$ cat config.mk
export PLATFORM = sky130hd
export DESIGN_NAME = wb_stage
export DESIGN_NICKNAME = d
export VERILOG_FILES = /design/src/rtl/wb_stage.sv
export SDC_FILE = /design/constraint.sdc
export NUM_CORES = 1
export LEC_CHECK = 0
export CAP_MARGIN = 20
export CORE_AREA = 3 3 129 131
export DETAILED_ROUTE_END_ITERATION = 8
export DIE_AREA = 0 0 132 134
export PLACE_DENSITY_LB_ADDON = 0.05
export SYNTH_ARGS = -nofsm -noshare
export SYNTH_HDL_FRONTEND = slang
export SYNTH_SLANG_ARGS = --single-unit
export TNS_END_PERCENT = 1
$ cat constraint.sdc
create_clock -name i_clk -period 4.9 [get_ports i_clk]
set_clock_uncertainty 0.1 [all_clocks]
set_input_delay 0.98 -clock i_clk [delete_from_list [all_inputs] [get_ports i_clk]]
set_output_delay 0.98 -clock i_clk [all_outputs]
set_load 0.005 [all_outputs]
$ cat src/rtl/wb_stage.sv
// Write-back stage: EX/M->WB pipeline register, write-back select, register-file
// write port, output port, operand forwarding and retired-instruction counter.
module wb_stage #(
    parameter int unsigned DATA_WIDTH     = 16,
    parameter int unsigned REG_ADDR_WIDTH = 3,
    parameter int unsigned COUNT_WIDTH    = 16
) (
    input  logic                      i_clk,
    input  logic                      i_reset,
    input  logic                      i_valid,
    input  logic [DATA_WIDTH-1:0]     i_ex_result,
    input  logic [DATA_WIDTH-1:0]     i_memory_data,
    input  logic [DATA_WIDTH-1:0]     i_immediate,
    input  logic [DATA_WIDTH-1:0]     i_input_port,
    input  logic [1:0]                i_wb_selector,
    input  logic                      i_write_back,
    input  logic [REG_ADDR_WIDTH-1:0] i_write_addr,
    input  logic                      i_out_port_en,
    input  logic                      i_stall,
    input  logic                      i_flush,
    input  logic [REG_ADDR_WIDTH-1:0] i_ex_rs1,
    input  logic [REG_ADDR_WIDTH-1:0] i_ex_rs2,
    output logic                      o_rf_write_enable,
    output logic [REG_ADDR_WIDTH-1:0] o_rf_write_addr,
    output logic [DATA_WIDTH-1:0]     o_data_wb,
    output logic                      o_data1_forward,
    output logic                      o_data2_forward,
    output logic [DATA_WIDTH-1:0]     o_out_port,
    output logic [COUNT_WIDTH-1:0]    o_retired_count
);

    localparam int unsigned SEL_WIDTH = 2;

    logic                      wb_valid;
    logic                      wb_write_back;
    logic                      wb_out_en;
    logic [SEL_WIDTH-1:0]      wb_selector;
    logic [REG_ADDR_WIDTH-1:0] wb_write_addr;
    logic [DATA_WIDTH-1:0]     wb_ex_result;
    logic [DATA_WIDTH-1:0]     wb_memory_data;
    logic [DATA_WIDTH-1:0]     wb_immediate;
    logic [DATA_WIDTH-1:0]     wb_input_port;
    logic                      commit;
    logic                      wb_writes;

    // Pipeline register: flush beats stall beats load; bubbles never write or drive OUT.
    always_ff @(posedge i_clk or posedge i_reset) begin
        if (i_reset) begin
            wb_valid       <= 1'b0;
            wb_write_back  <= 1'b0;
            wb_out_en      <= 1'b0;
            wb_selector    <= '0;
            wb_write_addr  <= '0;
            wb_ex_result   <= '0;
            wb_memory_data <= '0;
            wb_immediate   <= '0;
            wb_input_port  <= '0;
        end else if (i_flush) begin
            wb_valid       <= 1'b0;
            wb_write_back  <= 1'b0;
            wb_out_en      <= 1'b0;
            wb_selector    <= '0;
            wb_write_addr  <= '0;
            wb_ex_result   <= '0;
            wb_memory_data <= '0;
            wb_immediate   <= '0;
            wb_input_port  <= '0;
        end else if (!i_stall) begin
            wb_valid       <= i_valid;
            wb_write_back  <= i_valid & i_write_back;
            wb_out_en      <= i_valid & i_out_port_en;
            wb_selector    <= i_wb_selector;
            wb_write_addr  <= i_write_addr;
            wb_ex_result   <= i_ex_result;
            wb_memory_data <= i_memory_data;
            wb_immediate   <= i_immediate;
            wb_input_port  <= i_input_port;
        end
    end

    always_comb begin
        o_data_wb = wb_ex_result;
        case (wb_selector)
            2'b00:   o_data_wb = wb_ex_result;
            2'b01:   o_data_wb = wb_memory_data;
            2'b10:   o_data_wb = wb_immediate;
            default: o_data_wb = wb_input_port;
        endcase
    end

    assign commit            = wb_valid & ~i_stall;
    assign wb_writes         = wb_valid & wb_write_back;
    assign o_rf_write_enable = wb_writes & ~i_stall;
    assign o_rf_write_addr   = wb_write_addr;

    // Forwarding ignores stall: the held WB value is still the newest copy.
    assign o_data1_forward = wb_writes & (wb_write_addr == i_ex_rs1);
    assign o_data2_forward = wb_writes & (wb_write_addr == i_ex_rs2);

    always_ff @(posedge i_clk or posedge i_reset) begin
        if (i_reset) begin
            o_out_port      <= '0;
            o_retired_count <= '0;
        end else begin
            if (commit && wb_out_en) begin
                o_out_port <= o_data_wb;
            end
            if (commit) begin
                o_retired_count <= o_retired_count + COUNT_WIDTH'(1);
            end
        end
    end

endmodule

# Word level (Yosys, flattened, before mapping)

Cells that the tools add are included.
W data, S select, Z words.

Bits of input ports: 82
Word-level logic and storage cells: 46
Output and inout port bits: 54
Flip-flop bits (word level): 104

Add/subtract/negate cells: 1
Reduce and logical (&&, ||, !) cells: 2
Bitwise gates (word level): 8
Muxes and demuxes: 19
Equality and inequality tests: 5

Operator list:

| cell                    | count |
|---|---|
| $mux W16                | 8 |
| $pmux W16 S3            | 1 |
| $add A16 B1 Y16 const B | 1 |
| $and A1 B1 Y1           | 7 |
| $eq A3 B3 Y1            | 2 |
| $mux W1                 | 6 |
| $mux W3                 | 2 |
| $mux W2                 | 2 |
| $eq A2 B1 Y1 const B    | 1 |
| $eq A2 B2 Y1 const B    | 1 |
| $logic_not A2 Y1        | 1 |
| $ne A2 B1 Y1 const B    | 1 |
| $logic_and A1 B1 Y1     | 1 |
| $not A1 Y1              | 1 |

# Logic depth before layout (Yosys ltp)

Gate-level depths: netlist (run 1).

Depth in word-level cells: 3
Mapped depth: 5
Gate-level depth less buffers: 5

# Worst setup path before layout (run 1)

No wires, ideal clock.

Kind: input port to output port
From: in i_ex_rs1[2]
To: out o_data1_forward
Stages on the path: 2
Slack: 2.380 ns
Data arrival time: 1.440 ns
Cell sequence: xor2_1 > nor4_1

Longest elaborated chain between the ends: 2

RTL lines:

| what               | RTL line | text |
|---|---|---|
| start: declaration | 21       | `input logic [REG_ADDR_WIDTH-1:0] i_ex_rs1,` |
| $eq A3 B3 Y1       | 97       | `assign o_data1_forward = wb_writes & (wb_write_addr == i_ex_rs1);` |
| $and A1 B1 Y1      | 97       |  |
| end: declaration   | 26       | `output logic o_data1_forward,` |

No other way between the ends.

# Worst setup path in the final report (run 1)

From: reg wb_selector[0]
To: out o_data_wb[13]

Longest elaborated chain between the ends: 2
Elaborated cells on any way between the ends: 4
Classes of those cells: 2 x eq/ne; 1 x mux; 1 x reduce/logical

RTL lines:

| what                                 | RTL line | text |
|---|---|---|
| start: declaration                   | 37       | `logic [SEL_WIDTH-1:0] wb_selector;` |
| start signal: assignment             | 72       | `wb_selector <= i_wb_selector;` |
| $eq A2 B2 Y1 (tied with other cells) | 83       | `case (wb_selector)` |
| $pmux W16 S3 (*)                     | 83       |  |
| end: declaration                     | 25       | `output logic [DATA_WIDTH-1:0] o_data_wb,` |

Every way passes the cells marked *; elsewhere a longest branch is shown, timed or not.

==> results of run 1 <==
-- synthesized netlist by cell type (all sizes together) --
cell type	number	area [um2]
buf	13	85.1
nand4	3	18.8
nor4	3	18.8
mux2i	69	691
a21oi	2	10.0
clkbuf	8	30.0
and2b	1	7.51
mux2	16	180
and2	2	12.5
nor2	75	282
nand3	5	25.0
nand2b	1	6.26
a22oi	1	7.51
nand2	13	48.8
inv	1	3.75
and3	1	6.26
nand3b	1	7.51
ha	1	12.5
dfrtp	104	2600
xnor2	11	96.3
nor3	3	15.0
xor2	10	87.6
mux4	16	379
nor2b	1	6.26
-- sequential cells by signal (all words and copies together) (netlist names) --
register	count
o_out_port	16
o_retired_count	16
o_rf_write_addr	3
wb_ex_result	16
wb_immediate	16
wb_input_port	16
wb_memory_data	16
wb_out_en	1
wb_selector	2
wb_valid	1
wb_write_back	1
-- through the flow --
stage	instances	setup WS [ns]	utilization, %
3_3_place_gp	695	1.45	39.3
3_5_place_dp	695	1.44	39.3
5_1_grt	712	1.15	41.4
4_1_cts	711	1.25	41.2
6_report	712	1.32	41.4
2_1_floorplan	361	1.09	-
-- power groups by stage --
stage / combinational, mW / sequential, mW / clock [mW]
floorplan: 0.149 / 0.966 / 0
global placement: 0.318 / 0.979 / 0
detailed placement: 0.320 / 0.980 / 0
CTS: 0.322 / 0.963 / 0.774
global route: 0.347 / 0.972 / 0.808
finish: 0.316 / 0.963 / 0.745
-- worst reg2reg max path: cells and delay by family, from the launching register on --
| kind | cells | cell delay, ns |
|---|---|---|
| buffers and inverters | 1 | 0.35 |
| muxes | 2 | 0.90 |
| DFF | 1 | 0.72 |
-- cell type report --
type | instances | area, um2 | share of cell area [%]
clock buffers | 11 | 253 | 3.88
flip-flops and latches | 104 | 2600 | 40.0
well taps | 216 | 270 | 4.15
multi-input cells | 235 | 1920 | 29.5
clock inverters | 5 | 55.1 | 0.846
repair buffers | 140 | 1400 | 21.5
inverters | 1 | 6.26 | 0.0962
-- logic make-up after synthesis --
logic type	Yosys count	synth area share [%]
and+or+nand+nor	109	9.79
DFF	104	56.1
muxes	101	26.9
buffers and inverters	22	2.56
xor gates and xnor gates	21	3.96
AOI/OAI and AO/OA	3	0.378
adders and majority gates	1	0.270
-- path summary, 6_finish.rpt --
path / end / depth (start not counted)
worst min register to register: o_retired_count[15] / 1
worst min-delay path: o_retired_count[15] / 1
min in group asynchronous: o_out_port[15] / 2
max in group asynchronous: o_out_port[1] / 4
worst max register to register: o_out_port[13] / 3
worst max-delay path: o_data_wb[13] / 3
-- metal layers --
layer | wire, um | global-route usage (%) | up-vias
li1 | - | - | 1509
met1 | 5250 | 18.0 | 1589
met5 | 13 | 0 | -
met4 | 176 | 5.08 | 2
met3 | 662 | 3.83 | 14
met2 | 5600 | 21.8 | 96
==> flow_summary.ini, run 1 <==
[route]
via_per_inst = 4.51
wirelength_um = 11700
wl_per_cell_um = 16.4
vias = 3210
antenna_left = 0
post-route-drc-count = 0
drtIter0Drc = 104
dr.pass1.iters = 4

[finish]
final_cell_mix = clkdlybuf4s50_1 (133), dfrtp_1 (104), nor2_1 (75), mux2i_1 (69), mux2_2 (16)
antenna_cells = 0
final_area_mm2 = 0.00651
syn_to_final_growth_pct = 40.2
layout-drive-gt1-share_pct = 10.3
num-fill-cells = 1497
final_common_cell = clkdlybuf4s50_1
layout.nets = 574

[worst_setup_path]
worstPathArrival_ns = 2.50
startpoint = wb_selector[0]
path_cells = buf_4 -> mux4_1 -> clkdlybuf4s50_1
r2r_setup_slack_ns = 2.73
critical_path.max_stage_delay_ns = 0.72
critPathKind = flop to output pin
start_kind = flop
worst_path_max_delay_cell = dfrtp_1
r2r_start = wb_selector[0]
required_ns = 3.82
path_max_fanout = 9
crit_family = buffers and inverters
cp-end-kind = output pin
crit_buf_inv = 2

[clock_tree]
holdBufCountCts = 0
clk_pin_slew_ns = 0.07
cts-resized-gates = 0
postCtsSetupBuffers = 0
cts_tree = done
insertion_delay_ns = 0.34
cts_max_path_buffers = 2
cts_root_buffer = clkbuf_16
cts.sinks = 104
h-tree-depth = 3
cts_inserted_buffers = 9

[synth]
ys_types = 28
ys_warn_count = 0
yosysSeqAreaShare_pct = 56.1
syn_avg_cell_area_um2 = 12.9
syn_nets = 444
ys_ff_latch = 104
mappedNetlistArea_mm2 = 0.00464
synth_cells = 361

[power]
leakage_nw = 2.99
switchingPower_mw = 0.492
internal_power_mw = 1.53
power_density_mw_per_mm2 = 311
p_total_mw = 2.02
p_comb_share_pct = 15.6
swShare_pct = 24.3
ir_drop_mv = 0.156
seqPwrFrac_pct = 47.6
clkPwrFrac_pct = 36.8

[sta]
min_period_ns = 3.58
finalCritPeriodShare_pct = 73.0
rsz0062_at_grt = false
fin_tns_setup_ns = 0
setup_viol = 0
worst_slew_pin_slew_ns = 0.992
hold_viol_final = 0
relSlewSlack_pct = 33.7
final_max_slew_viol_count = 0
holdWs_ns = 0.368
clock.fmax_mhz = 279

[place]
port_buffers = 135
placed_area_mm2 = 0.00617
dp_hpwl_um = 7990
routabilityCongestion = 0.729

[worst_hold_path]
hold_class = flop to flop
min_from = o_retired_count[15]

[status]
status = finished clean

[global_routing]
grt_first_pass_wirelength_um = 18900
grt-ovfl-total = 0
grt_pass1_vias = 3394
grt_use_total_pct = 13.7
grt_max_degree = 82
antenna_found_initial = 1

[die]
initial_core_util_pct = 29.5
die_x_um = 132
rows = 46
boundaryPins = 136
core-area_mm2 = 0.0157
fp.dieH_um = 134
dieArea_mm2 = 0.0177

[run]
maxCapViolations = 0
No activity file was read; power rests on OpenSTA's default activity.
==> run 2, diff against run 1 <==
Clock period 4.9 ns to 3.2 ns, I/O delays scaled along.
==> run 2 against run 1 <==
First-iteration DRC count grew 11%; final cell count increased by 0.70%; register-to-register slack got worse by 1.4 ns; non-clock buffer count increased by 5.
==> flow_summary.ini, run 2 (synthesized netlist as in run 1, its figures left out) <==
[finish]
syn_to_final_growth_pct = 41.0
antenna_cells = 0
stdcell_count = 717
final_cell_mix = clkdlybuf4s50_1 (133), dfrtp_1 (104), nor2_1 (75), mux2i_1 (69), mux2_2 (16)
multi_input_area_mm2 = 0.00192
layout.nets = 579
layout-drive-gt1-share_pct = 10.6
regArea_mm2 = 0.00260
num-fill-cells = 1514
final_common_cell = clkdlybuf4s50_1

[power]
leakage_nw = 3.01
ir_drop_mv = 0.318
power_density_mw_per_mm2 = 473

[route]
wl_per_cell_um = 16.6
post-route-drc-count = 0
vias = 3225
wirelength_um = 11900
via_per_inst = 4.50
drtIter0Drc = 115
dr.pass1.iters = 3
antenna_left = 0

[worst_setup_path]
path_cells = clkdlybuf4s50_1 -> xor2_1 -> nor4_1 -> clkdlybuf4s50_1
ff2ff_path_depth = 4
r2r_start = wb_valid
critical_path.max_stage_delay_ns = 0.56
critPathKind = primary input to output pin
path_max_fanout = 1
path_common_cell = clkdlybuf4s50_1
worstPathArrival_ns = 2.08
crit_buf_inv = 2
start_kind = primary input
required_ns = 2.46
worst-path-stages = 4
startpoint = i_ex_rs1[2]
worst_path_max_delay_cell = clkdlybuf4s50_1
crit_family = buffers and inverters
cp-end-kind = output pin

[die]
fp.dieH_um = 134
boundaryPins = 136
die_x_um = 132
initial_core_util_pct = 29.5
dieArea_mm2 = 0.0177
core-area_mm2 = 0.0157
rows = 46

[global_routing]
grt_max_degree = 50
grt_first_pass_wirelength_um = 19000
grt_use_total_pct = 13.6
grt-ovfl-total = 0
antenna_found_initial = 0
grt_pass1_vias = 3531

[clock_tree]
clk_pin_slew_ns = 0.07
cts.sinks = 104
cts_root_buffer = clkbuf_16
insertion_delay_ns = 0.34
cts_tree = done
h-tree-depth = 3
cts_max_path_buffers = 2
cts_inserted_buffers = 9
postCtsSetupBuffers = 0
holdBufCountCts = 0
cts-resized-gates = 0

[place]
port_buffers = 135
place_inst = 701
routabilityCongestion = 0.695
dp_hpwl_um = 8400

[sta]
relSlewSlack_pct = 48.4
hold_viol_final = 0
clock.fmax_mhz = 354
min_period_ns = 2.82
rsz0062_at_grt = false
setup_viol = 0
finalCritPeriodShare_pct = 88.3
final_max_slew_viol_count = 0
fin_tns_setup_ns = 0
worst_slew_pin_slew_ns = 0.774

[worst_hold_path]
min_from = o_retired_count[15]
hold_class = flop to flop
min_path_cells = 1

[run]
maxCapViolations = 0

[status]
status = finished clean
## run 2: layout make-up
type	count	area share, %
clock buffer	14	4.03
clock inverter	2	0.574
inverter	1	0.115
multi-input combinational	235	29.3
sequential	104	39.8
tap	216	4.13
timing repair buffer	145	22.1
## run 2: report_power, final
part	switching (mW)	leakage, nW	internal (mW)	total [mW]
Combinational	0.195	1.47	0.303	0.497
Sequential	0.0644	1.40	1.40	1.47
Clock	0.485	0.143	0.652	1.14
Total	0.743	3.01	2.35	3.10
## run 2: final timing paths
check | endpoint | slack (ns)
worst max register to register | o_out_port[4] | 1.29
max in group asynchronous | wb_immediate[2] | 1.67
worst min-delay path | o_retired_count[15] | 0.38
worst min register to register | o_retired_count[15] | 0.38
worst max-delay path | o_data1_forward | 0.38
min in group asynchronous | wb_write_back | 0.64
## run 2: through the flow
step / utilization (%) / setup slack, ns / area [um2] / total power, mW / hold slack (ns)
2_1_floorplan: - / 1.21 / 4640 / 1.71 / 0.368
3_3_place_gp: 39.7 / 0.425 / 6240 / 1.99 / 0.365
3_5_place_dp: 39.7 / 0.349 / 6240 / 2.00 / 0.371
4_1_cts: 41.6 / 0.350 / 6540 / 3.17 / 0.385
5_1_grt: 41.6 / 0.273 / 6540 / 3.26 / 0.391
6_report: 41.6 / 0.375 / 6540 / 3.10 / 0.377
## run 2: metal layers
metal	track usage, %	part of all wire (%)	routed length [um]	up-vias
li1	-	-	-	1512
met3	4.31	5.1	609	12
met2	23.3	49	5860	75
met5	0	0	0	-
met1	16.7	44	5220	1626
met4	3.85	1.5	177	0
==> variant 1: new RTL, config.mk and constraints of run 2 <==
Change the parameter `COUNT_WIDTH` from 16 to 32.
--- a/src/rtl/wb_stage.sv
+++ b/src/rtl/wb_stage.sv
@@ -5,3 +5,3 @@
     parameter int unsigned REG_ADDR_WIDTH = 3,
-    parameter int unsigned COUNT_WIDTH    = 16
+    parameter int unsigned COUNT_WIDTH    = 32
 ) (
Ports: changed (resized o_retired_count); port bits go from 136 to 152. No check against the original RTL was run, so the function may have changed too.
==> variant 1 against run 2 <==
Synthesized cell count up 18%; setup slack worse by 0.16 ns; total power up 34%; count of clock-buffer cells in the layout up 8; wire length up 15%; die area unchanged; critical endpoint is now o_data_wb[15]; sequential cell count up 16; cell area up 19%; synthesized area up 16%; sequential share of layout area down 1.2 points.
==> variant 1: results <==
export IMPL_first_global_vias=4099
export IMPL_power_leakage_nw=3.57
export IMPL_whs_endpoint="o_retired_count[31]"
export IMPL_netlist_cell_type_count=32
export IMPL_synthArstFlopShare=1.00
export IMPL_synth_common_cells="dfrtp_1 (120), nor2_1 (76), mux2i_1 (69)"
export IMPL_post_place_cells=784
export IMPL_grt_pass1_wl_um=22700
export IMPL_drtPass1Iterations=4
export IMPL_nets=670
export IMPL_cts_root_buffer="clkbuf_16"
export IMPL_cts_made_buffers=17
export IMPL_synth_mux_area_fraction=0.228
export IMPL_timing_rr_start="o_retired_count[0]"
export IMPL_holdCritStartpoint="o_retired_count[31]"
export IMPL_power_switching_mw=0.939
export IMPL_insertion_delay_ns=0.41
export IMPL_drt_iter0_markers=143
export IMPL_status="finished clean"
export IMPL_r2r_end="o_retired_count[18]"
export IMPL_synth_compound_area_frac=0.00325
export IMPL_wl_um=13700
export IMPL_htreeDepth=4
export IMPL_m1WireLength_um=5880
export IMPL_clockBufferDepth=2
export IMPL_num_vias=3852
export IMPL_gp_congestion=0.770
export IMPL_cp_arrival_ns=2.24
export IMPL_slew_headroom=0.512
export IMPL_antennaDiodeCount=0
export IMPL_cp_max_fo=6
export IMPL_route_met3_wl_um=779
export IMPL_ff2ff_path_depth=5
export IMPL_synth_seq_area_share=0.557
export IMPL_place_hpwl_um=9680
export IMPL_portBuffers=151
export IMPL_synthCells=427
export IMPL_drive_gt1_frac=0.133
export IMPL_routed_wl_met2_um=6760
export IMPL_syn_nets=510
export IMPL_fin_cells=816
export IMPL_crit_start="wb_selector[0]"
export IMPL_grtUsageTotal=0.163
export IMPL_synth_adder_area_share=0.00232
export IMPL_synth_xor_area_share=0.0601
export IMPL_peakVddDrop_mv=0.367
export IMPL_clk_pin_slew_ns=0.06
export IMPL_synthTopCellsByArea="dfrtp_1 (56%), mux2i_1 (13%), mux4_2 (6.7%)"
export IMPL_grt_max_degree=47
==> variant 1: cell count changes in the layout (fill, tap and decap cells not counted), moves of 8 or more <==
cell | before | now
clkdlybuf4s50_1 | 133 | 149
dfrtp_1 | 104 | 120
xnor2_1 | 11 | 22
nand4_1 | 3 | 12
clkbuf_16 | 9 | 17
nand3_1 | 5 | 13
==> variant 1: worst max-delay path, cell delays in order, from the launching register on <==
cell and delay, ns:
dfrtp_1 0.54, buf_4 0.27, mux4_2 0.55, clkdlybuf4s50_1 0.47
==> variant 1: cell families (layout without fill, tap and decap cells) <==
kind of cell | Yosys count | count (layout)
AO/OA/AOI/OAI | 3 | 3
flip-flops | 120 | 120
multiplexers | 101 | 101
buffers and inverters | 23 | 196
adder cells (fa/ha/maj) | 1 | 1
AND/OR/NAND/NOR | 142 | 142
XOR/XNOR | 37 | 37
==> variant 1: worst max path at each step <==
stage                       to  slack, ns  depth (start not counted)
6_report         o_data_wb[15]       0.22                          3
5_1_grt           o_data_wb[8]       0.09                          3
4_1_cts           o_data_wb[6]       0.15                          3
3_5_place_dp   o_data2_forward       0.37                          4
3_3_place_gp   o_data1_forward       0.40                          4
2_1_floorplan    o_out_port[0]       0.99                          1
==> variant 1: power groups by stage <==
stage                     Clock (mW)  Sequential [mW]  Combinational [mW]
after CTS                       2.03             1.68               0.509
after global placement             0             1.70               0.498
after floorplan                    0             1.69               0.232
after global routing            2.09             1.70               0.548
final                           1.99             1.68               0.496
after detailed placement           0             1.71               0.508
==> variant 1: through the flow <==
| stage | hold slack (ns) | setup slack [ns] | area (sq um) |
|---|---|---|---|
| after floorplan | 0.368 | 0.991 | 5400 |
| after global placement | 0.359 | 0.400 | 7180 |
| final | 0.367 | 0.217 | 7790 |
| after CTS | 0.374 | 0.149 | 7790 |
| after global routing | 0.423 | 0.0908 | 7790 |
| after detailed placement | 0.366 | 0.365 | 7180 |
==> variant 1: metal layers <==
layer	up-vias	global-route usage
met5	-	0
met4	0	0.0601
met1	1909	0.206
met3	20	0.0480
li1	1817	-
met2	106	0.267
==> variant 1: cell type report <==
| class | instances | area, sq um |
|---|---|---|
| well taps | 216 | 270 |
| flip-flops and latches | 120 | 3000 |
| multi-input cells | 284 | 2280 |
| fillers | 1456 | 7930 |
| repair buffers | 163 | 1620 |
| clock inverters | 10 | 150 |
| clock buffers | 22 | 454 |
| inverters | 1 | 7.51 |
==> variant 2: new RTL, flow settings as in run 2 <==
Without the edit above. Reset style: synchronous (`i_reset`), changed in 2 clocked blocks.
--- a/src/rtl/wb_stage.sv
+++ b/src/rtl/wb_stage.sv
@@ -46,3 +46,3 @@
     // Pipeline register: flush beats stall beats load; bubbles never write or drive OUT.
-    always_ff @(posedge i_clk or posedge i_reset) begin
+    always_ff @(posedge i_clk) begin
         if (i_reset) begin
@@ -99,3 +99,3 @@
 
-    always_ff @(posedge i_clk or posedge i_reset) begin
+    always_ff @(posedge i_clk) begin
         if (i_reset) begin
Behaviour: differs if i_reset is asserted again (counterexample within 4 cycles, from zero or initial values and one cycle with i_reset high); with i_reset held inactive, the same outputs for 10 cycles.
==> variant 2 against run 2 <==
Sequential power down 9%; total power down 9.6%; sequential share of layout area down 5.8 points; global-route usage down 0.30 points; utilization down 2.7 points; wire length down 2.6%; clock power up 4%; combinational power down 45%; cell area down 6.4%; maximum frequency down 0.27%; register-to-register slack better by 0.12 ns; setup slack worse by 0.0077 ns; sequential cell count unchanged; synthesized area down 8.4%.
==> variant 2: results <==
export IMPL_status="finished clean"
export IMPL_grt_max_degree=73
export IMPL_synthArstFlopShare=0
export IMPL_peakVddDrop_mv=0.282
export IMPL_crit_start="wb_selector[0]"
export IMPL_r2r_setup_slack_ns=1.41
export IMPL_wl_per_cell_um=15.1
export IMPL_setup_worst_path_end="o_data_wb[5]"
export IMPL_holdCritStartpoint="o_out_port[10]"
export IMPL_syn_nets=503
export IMPL_min_period_ns=2.83
export IMPL_grtUsageTotal=0.133
export IMPL_r2r_end="o_out_port[15]"
export IMPL_cp_max_fo=9
export IMPL_nets=629
export IMPL_slew_headroom=0.467
export IMPL_synth_seq_area_share=0.490
export IMPL_pre_cts_ws_ns=0.441
export IMPL_drtPass1Iterations=4
export IMPL_first_global_vias=3355
export IMPL_netlist_cell_type_count=40
export IMPL_drive_gt1_frac=0.0782
export IMPL_power_leakage_nw=2.32
export IMPL_place_hpwl_um=8150
export IMPL_drt_iter0_markers=133
export IMPL_timing_rr_start="wb_valid"
export IMPL_gp_congestion=0.729
[variant 2: cell types whose count changed after synthesis, moves of 7 or more]
cell | run 2 | this run
a21oi_1 | 2 | 21
dfrtp_1 | 104 | 0
dfxtp_1 | 0 | 104
mux2_2 | 16 | 1
nand2_1 | 13 | 41
nor2_1 | 75 | 88
xnor2_1 | 11 | 4
[variant 2: worst min path at each step]
stage,end
finish,o_out_port[10]
global route,o_out_port[8]
CTS,o_out_port[10]
detailed placement,o_out_port[10]
global placement,o_out_port[11]
floorplan,o_out_port[0]
[variant 2: where the power goes]
part,switching [mW],internal (mW)
Combinational,0.104,0.169
Clock,0.462,0.723
Sequential,0.0180,1.32
Total,0.584,2.22
[variant 2: metrics by stage]
step | cells | area (sq um) | power (mW) | util
floorplan | 420 | 4250 | 1.50 | -
global placement | 751 | 5800 | 1.65 | 0.369
detailed placement | 751 | 5800 | 1.65 | 0.369
CTS | 766 | 6120 | 2.86 | 0.390
global route | 766 | 6120 | 2.93 | 0.390
finish | 766 | 6120 | 2.80 | 0.390
[variant 2: worst reg2reg max path: stages, from the launching register on]
cell and delay [ns]:
dfxtp_1 0.42, and2b_1 0.26, and2_1 0.68, nand2_1 0.11, a21oi_1 0.15
[variant 2: kinds of logic (layout without fill, tap and decap cells)]
logic type      Yosys count  count (layout)  share of synthesized area
compound gates           29              29                     0.0389
xor+xnor                 15              15                     0.0309
fa+ha+maj                 1               1                    0.00294
buf+inv                  28             158                     0.0291
flops                   104             104                      0.490
mux                      87              87                      0.252
simple gates            156             156                      0.156
[variant 2: per-layer routing]
metal	part of all wire	global-route usage
met1	0.47	0.176
met2	0.47	0.213
met3	0.052	0.0341
met4	0.011	0.0461
met5	0	0
[variant 2: final cells by class]
type | count | area (sq um) | area share
flip-flops and latches | 104 | 2080 | 0.340
multi-input cells | 288 | 2040 | 0.334
repair buffers | 142 | 1400 | 0.229
well taps | 216 | 270 | 0.0441
clock buffers | 12 | 256 | 0.0419
clock inverters | 3 | 65.1 | 0.0106
inverters | 1 | 3.75 | 0.000613
